===== src/rtl/hatch_fetch_ctrl.sv =====
// Instruction-fetch sequencer: issues 6-byte-stride fetches under a credit limit,
// buffers returned words in a prefetch queue and discards responses made stale by redirects.
module hatch_fetch_ctrl #(
    parameter int          DEPTH      = 4,
    parameter int          INSN_BYTES = 6,
    parameter logic [31:0] RESET_ADDR = 32'h0
) (
    input  logic        clk,
    input  logic        rst,
    input  logic        redirect_valid,
    input  logic [31:0] redirect_addr,
    input  logic        halt,
    output logic        mem_req_valid,
    input  logic        mem_req_ready,
    output logic [31:0] mem_req_addr,
    input  logic        mem_rsp_valid,
    input  logic [47:0] mem_rsp_data,
    output logic        ins_valid,
    input  logic        ins_ready,
    output logic [47:0] ins_data,
    output logic [31:0] ins_addr,
    output logic        busy
);
    localparam int CW = $clog2(DEPTH + 1);
    localparam int PW = $clog2(DEPTH);
    localparam logic [CW:0] DEPTH_C = (CW + 1)'(DEPTH);

    typedef enum logic [1:0] {
        RUN   = 2'd0,
        HALT  = 2'd1,
        FLUSH = 2'd2
    } state_t;

    state_t        state, state_nxt;
    logic [31:0]   fetch_pc;
    logic [CW-1:0] inflight, queued, drop;
    logic [CW-1:0] inflight_nxt, queued_nxt, drop_nxt;
    logic [CW:0]   credit_used;
    logic [PW-1:0] af_wr, af_rd, q_wr, q_rd;
    logic [31:0]   af_mem [DEPTH];
    logic [31:0]   q_addr [DEPTH];
    logic [47:0]   q_data [DEPTH];
    logic          acc, rsp, push, pop;

    assign credit_used = {1'b0, queued} + {1'b0, inflight};
    assign acc         = mem_req_valid && mem_req_ready;
    assign rsp         = mem_rsp_valid;
    // A response landing in the redirect cycle is stale as well, so it never enters the queue.
    assign push        = rsp && (drop == '0) && !redirect_valid;
    assign pop         = ins_valid && ins_ready;

    assign mem_req_addr = fetch_pc;
    assign ins_valid    = (queued != '0);
    assign ins_data     = ins_valid ? q_data[q_rd] : 48'h0;
    assign ins_addr     = ins_valid ? q_addr[q_rd] : 32'h0;

    always_comb begin
        inflight_nxt  = inflight + CW'(acc) - CW'(rsp);
        queued_nxt    = queued + CW'(push) - CW'(pop);
        drop_nxt      = drop;
        state_nxt     = state;
        mem_req_valid = !rst && (state == RUN) && !halt && !redirect_valid
                        && (credit_used < DEPTH_C);
        busy          = (state != RUN) || (inflight != '0);

        if (redirect_valid) begin
            // Everything still outstanding after this cycle belongs to the old stream.
            queued_nxt = '0;
            drop_nxt   = inflight_nxt;
        end else if (rsp && (drop != '0)) begin
            drop_nxt = drop - CW'(1);
        end

        if (redirect_valid) begin
            if (halt)                 state_nxt = HALT;
            else if (drop_nxt == '0)  state_nxt = RUN;
            else                      state_nxt = FLUSH;
        end else begin
            case (state)
                RUN:     if (halt) state_nxt = HALT;
                HALT:    if (!halt) state_nxt = (drop_nxt == '0) ? RUN : FLUSH;
                FLUSH:   if (drop_nxt == '0) state_nxt = halt ? HALT : RUN;
                default: state_nxt = RUN;
            endcase
        end
    end

    always_ff @(posedge clk) begin
        if (rst) begin
            state    <= RUN;
            fetch_pc <= RESET_ADDR;
            inflight <= '0;
            queued   <= '0;
            drop     <= '0;
            af_wr    <= '0;
            af_rd    <= '0;
            q_wr     <= '0;
            q_rd     <= '0;
        end else begin
            state    <= state_nxt;
            inflight <= inflight_nxt;
            queued   <= queued_nxt;
            drop     <= drop_nxt;
            af_wr    <= af_wr + PW'(acc);
            af_rd    <= af_rd + PW'(rsp);
            if (redirect_valid) begin
                fetch_pc <= redirect_addr;
                q_wr     <= '0;
                q_rd     <= '0;
            end else begin
                if (acc) fetch_pc <= fetch_pc + 32'(INSN_BYTES);
                q_wr <= q_wr + PW'(push);
                q_rd <= q_rd + PW'(pop);
            end
        end
    end

    // Storage arrays carry no reset; validity is tracked by the counters above.
    always_ff @(posedge clk) begin
        if (acc) af_mem[af_wr] <= fetch_pc;
        if (push) begin
            q_addr[q_wr] <= af_mem[af_rd];
            q_data[q_wr] <= mem_rsp_data;
        end
    end
endmodule

===== config.mk =====
export PLATFORM = sky130hd
export DESIGN_NAME = hatch_fetch_ctrl
export DESIGN_NICKNAME = d
export VERILOG_FILES = /design/src/rtl/hatch_fetch_ctrl.sv
export SDC_FILE = /design/constraint.sdc
export NUM_CORES = 1
export LEC_CHECK = 0
export CORE_AREA = 2 2 312 191
export CTS_BUF_LIST = sky130_fd_sc_hd__clkbuf_4 sky130_fd_sc_hd__clkbuf_8
export DETAILED_ROUTE_END_ITERATION = 8
export DIE_AREA = 0 0 314 193
export PLACE_DENSITY = 0.56
export SETUP_SLACK_MARGIN = 0.4
export SLEW_MARGIN = 20
export SYNTH_ARGS = -nofsm -noshare
export SYNTH_HDL_FRONTEND = slang
export SYNTH_SLANG_ARGS = --single-unit
export TNS_END_PERCENT = 50

===== constraint.sdc =====
create_clock -name clk -period 10.5 [get_ports clk]
set_input_delay 3.15 -clock clk [delete_from_list [all_inputs] [get_ports clk]]
set_output_delay 3.15 -clock clk [all_outputs]
set_load 0.01 [all_outputs]

-- Word level (Yosys, flattened, before mapping)
Memories as Yosys holds them, arrays and structs flattened. A register that Yosys moved wholly into a read port is not among the register bits.
Index checks and enable logic that the tools add are counted.
- $add $sub $neg: 11
- mux-type cells: 21
- reduce and logical (&&, ||, !) cells: 23
- order comparisons: 1
- equal/unequal tests: 5
- operator list (cell ; number):
    2-to-1 mux 32 bit ; 3
    2-to-1 mux 48 bit ; 1
    adder 32 x 3 -> 32 bit (second input constant) ; 1
    2-to-1 mux 2 bit ; 9
    logical AND 1 bit ; 9
    != test 3 bit (second input constant) ; 3
    nonzero test 3 bit ; 3
    adder 2 x 1 -> 2 bit ; 4
    adder 3 x 1 -> 3 bit ; 2
    logical NOT 3 bit ; 2
    2-to-1 mux 3 bit ; 2
    case mux 2 bit (3 select lines) ; 1
    subtractor 3 x 1 -> 3 bit ; 2
    2-to-1 mux 1 bit ; 5
    adder 3 x 3 -> 4 bit ; 1
    < comparator 4 x 3 -> 1 bit (second input constant) ; 1
    nonzero test 2 bit ; 2
    logical NOT 1 bit ; 3
    AND reduction 3 bit ; 1
    subtractor 3 x 1 -> 3 bit (second input constant) ; 1
    equality test 2 x 1 -> 1 bit (second input constant) ; 1
    equality test 2 bit (second input constant) ; 1
    logical NOT 2 bit ; 1
    OR reduction 2 bit ; 1
    logical OR 1 bit ; 1
- output and inout port bits: 115
- input bits: 87
- flip-flop bits (word level): 51
- word-level logic and storage cells: 73
- bits in writable memories: 448
- memories: 3
- memory list (memory ; words ; width ; rd ports ; clocked after Yosys merged registers in ; write ports ; line ; text):
    q_data ; 4 ; 48 ; 1 ; 1 ; 1 ; 42 ; logic [47:0] q_data [DEPTH];
    af_mem ; 4 ; 32 ; 1 ; 1 ; 1 ; 40 ; logic [31:0] af_mem [DEPTH];
    q_addr ; 4 ; 32 ; 1 ; 1 ; 1 ; 41 ; logic [31:0] q_addr [DEPTH];

-- Longest topological paths before layout
- word-level depth: 14
- mapped depth: 13
- gate-level depth less buffers: 12

-- Worst setup path before layout
OpenSTA, ideal clock, no wires.
- path type: in2reg
- from: in redirect_valid
- to: mem q_addr[1][0], enable pin
- data required time: 9867 ps
- buffers on the path: 1
- stages on the path: 4
- slack: 397 ps
- library setup time: 633 ps
- arrival time: 9470 ps
- cell sequence: buf_2 clkinv_1 nand3_1 nor3b_1
- longest elaborated chain between the ends: 4
- RTL lines (what ; line ; text):
    from (decl) ; 10 ; input logic redirect_valid,
    logical NOT 1 bit ; 49 ; assign push = rsp && (drop == '0) && !redirect_valid;
    logical AND 1 bit ; 49 ;
    2-to-1 mux 1 bit ; 121 ; if (push) begin
    2-to-1 mux 1 bit (implied by the code) ; 122 ; q_addr[q_wr] <= af_mem[af_rd];
    to (decl) ; 41 ;
No other way between the ends.

-- Final worst setup path
- from: in rst
- to: out mem_req_valid
- longest elaborated chain between the ends: 5
- RTL lines (what ; line ; text):
    from (decl) ; 9 ; input logic rst,
    logical NOT 1 bit ; 62 ; mem_req_valid = !rst && (state == RUN) && !halt && !redirect_valid
    logical AND 1 bit (3 in series) ; 62 ;
    logical AND 1 bit ; 63 ; && (credit_used < DEPTH_C);
    to (decl) ; 13 ; output logic mem_req_valid,
No other way between the ends.

==> results.yml <==
place:
  gp_congestion: 0.764
  dp.cells: 1977
  dp_hpwl_um: 26700
  numPortBuffers: 201
route:
  wl_per_cell_um: 20.6
  wirelength_um: 43400
  antenna_left: 0
  drtIter0Drc: 654
  drcViolationCount: 0
  avgViaCountPerCell: 4.88
  num_vias: 10300
  drt_first_pass_iters: 5
setup_path:
  cp_max_fo: 44
  crit_chain: "clkdlybuf4s50_1 -> buf_4 -> nor2_1 -> and3_1 -> clkdlybuf4s50_1"
  critPathLaunchType: "input port"
  required_ns: 7.35
  slowest_delay_ns: 0.56
  end_kind: "output port"
  critPathArrivalTime_ns: 4.96
  reg2reg_from: "queued[1]"
  r2r_end: "af_mem[1][13]"
  rr_worst_depth: 8
  slowest_stage: "clkdlybuf4s50_1"
  path_class: "in -> out"
  path_common_cell: "clkdlybuf4s50_1"
  r2r_slack_ns: 7.17
  crit_family: "buffers and inverters"
  worst-path-buf-inv: 3
clock_network:
  cts_tree: "built"
  htreeDepth: 3
  clk-insertion-delay-late_ns: 0.64
  ctsLongestPathBuffers: 3
  ctsHoldBuffers: 0
  cts_made_buffers: 78
  clkTransAtPathRegs_ns: 0.06
  post_cts_buffers: 0
  clockRootBuffer: "clkbuf_8"
  cts.sinks: 499
  cts_resized: 0
die:
  die_h_um: 193
  num_rows: 69
  ios: 202
  die-area_um2: 60600
  start_util_pct: 33.5
  chipWidth_um: 314
  core_um2: 58100
synthesis:
  synthesis.nets: 1127
  synth.yosys.seq_area_share_pct: 74.3
  ys_seq_elements: 499
  yosysUniqueCellTypes: 59
  syn_area_um2: 19500
  ys_async_sr_fraction_pct: 0
  synth_edf_count: 448
  syn_area_per_cell_um2: 19.0
  synth_cells: 1025
  synth_ff_type: "edfxtp_1"
  yosysWarnings: 0
pwr:
  pwr_density_cell_nw_per_um2: 176
  leakage_nw: 7.62
  vdd_drop_max_uv: 79.0
  finalPower_w: 0.00423
hold_path:
  hold_depth: 2
  hp-start: "af_rd[1]"
  whs_endpoint: "af_rd[1]"
  hold_path_class: "reg -> reg"
timing:
  finalSetupViolCount: 0
  fin_crit_sh_pct: 77.3
  tightest_slew_ns: 1.03
  maxSlewViolCount: 0
  fin_tns_setup_ns: 0
  finalWorstPathRequiredPeriod_ns: 8.11
  rsz0062_at_grt: "false"
  fin_skew_ns: 0.0194
  slew_headroom_pct: 31.5
  whs_ns: 0.511
  clock.fmax_mhz: 123
  finalHoldViolations: 0
status:
  status: "complete, no violations"
global_route:
  antenna_found_initial: 0
  grt_max_degree: 83
  grt-ovfl-total: 0
  grt_pass1_vias: 10800
  track_usage_pct: 14.3
  grt_pass1_wl_um: 64800
layout:
  fillers: 5193
  drive_above_1_share_pct: 20.8
  finalNonFillerCells: 2111
  finalNetCount: 1378
  syn_to_final_growth_pct: 23.3
flow_run:
  drv_cap: 0
==> synthesized netlist by cell type, drive strengths merged (13+ instances only) <==
| cell | instances | area share, % |
|---|---|---|
| nand2 | 26 | 0.50 |
| and2 | 88 | 2.8 |
| edfxtp | 448 | 69 |
| inv | 18 | 0.35 |
| dfxtp | 51 | 5.2 |
| clkbuf | 36 | 0.69 |
| nand3 | 14 | 0.42 |
| a21oi | 24 | 0.62 |
| mux4 | 112 | 13 |
| ha | 13 | 0.84 |
| nor2 | 36 | 0.69 |
| buf | 15 | 0.38 |
| nor3 | 14 | 0.36 |
==> registers in the layout, summed over array words and instances (netlist names) <==
register      cells
q_rd              2
state             2
q_data          192
af_wr             2
queued            3
mem_req_addr     32
inflight          3
q_wr              2
drop              3
af_mem          128
q_addr          128
af_rd             2
==> metal layers <==
layer	track usage (%)	vias up	share of wire, %
met3	3.67	85	5.4
met2	21.5	258	45
met5	0	-	0
met4	4.77	0	2.3
met1	20.4	5344	48
li1	-	4611	-
==> worst max-delay path by stage <==
stage,slack [ns],from,cells past startpoint,end
2_1_floorplan,0.85,redirect_valid,4,q_addr[0][0]
3_3_place_gp,2.41,rst,5,mem_req_valid
3_5_place_dp,2.40,rst,5,mem_req_valid
4_1_cts,2.40,rst,5,mem_req_valid
5_1_grt,2.27,rst,5,mem_req_valid
6_report,2.39,rst,5,mem_req_valid
==> final cells by class <==
| cell class | instances | area (µm²) | share of cell area (%) |
|---|---|---|---|
| repair buffers | 222 | 2170 | 9.04 |
| clock inverters | 24 | 198 | 0.823 |
| clock buffers | 109 | 1340 | 5.60 |
| multi-input cells | 456 | 4760 | 19.8 |
| well taps | 781 | 977 | 4.07 |
| inverters | 19 | 71.3 | 0.297 |
| diodes | 1 | 2.50 | 0.0104 |
| flip-flops and latches | 499 | 14500 | 60.3 |
==> report_power, final <==
part | internal (W) | switching (W) | leakage, nW | total (W)
Combinational | 0.000171 | 0.000166 | 2.33 | 0.000338
Clock | 0.000899 | 0.000740 | 0.809 | 0.00164
Sequential | 0.00222 | 0.0000374 | 4.48 | 0.00226
Total | 0.00329 | 0.000944 | 7.62 | 0.00423
==> tightest hold or removal path, cell delays in order, from the launching register on <==
cell     delay, ns
dfxtp_1       0.34
xnor2_1       0.07
nor2_1        0.07
==> kinds of logic after synthesis <==
logic type	after synthesis	share of synthesized area, %
xor gates and xnor gates	15	0.675
muxes	115	13.1
AOI/OAI and AO/OA	79	2.66
and+or+nand+nor	232	6.76
buffers and inverters	70	1.44
DFF	499	74.3
adders and majority gates	15	1.04
==> layout by cell type (no fill, tap or decap), types with 11 or more instances in the layout <==
master,count
clkbuf_4,25
ha_1,13
nand3_1,13
and2_1,88
buf_4,21
edfxtp_1,448
a31oi_1,11
a21oi_1,24
clkdlybuf4s50_1,201
mux4_2,112
clkbuf_8,84
clkinv_1,14
nand2_1,26
inv_1,17
nor2_1,33
dfxtp_1,48
nor3_1,12
==> stage by stage <==
step	setup WS, ns	utilization, %	instance area, µm²
detailed placement	2.40	38.7	22500
global route	2.27	41.3	24000
floorplan	0.847	-	19500
global placement	2.41	38.7	22500
CTS	2.40	41.3	24000
finish	2.39	41.3	24000
Power figures use the tool's default switching activity.
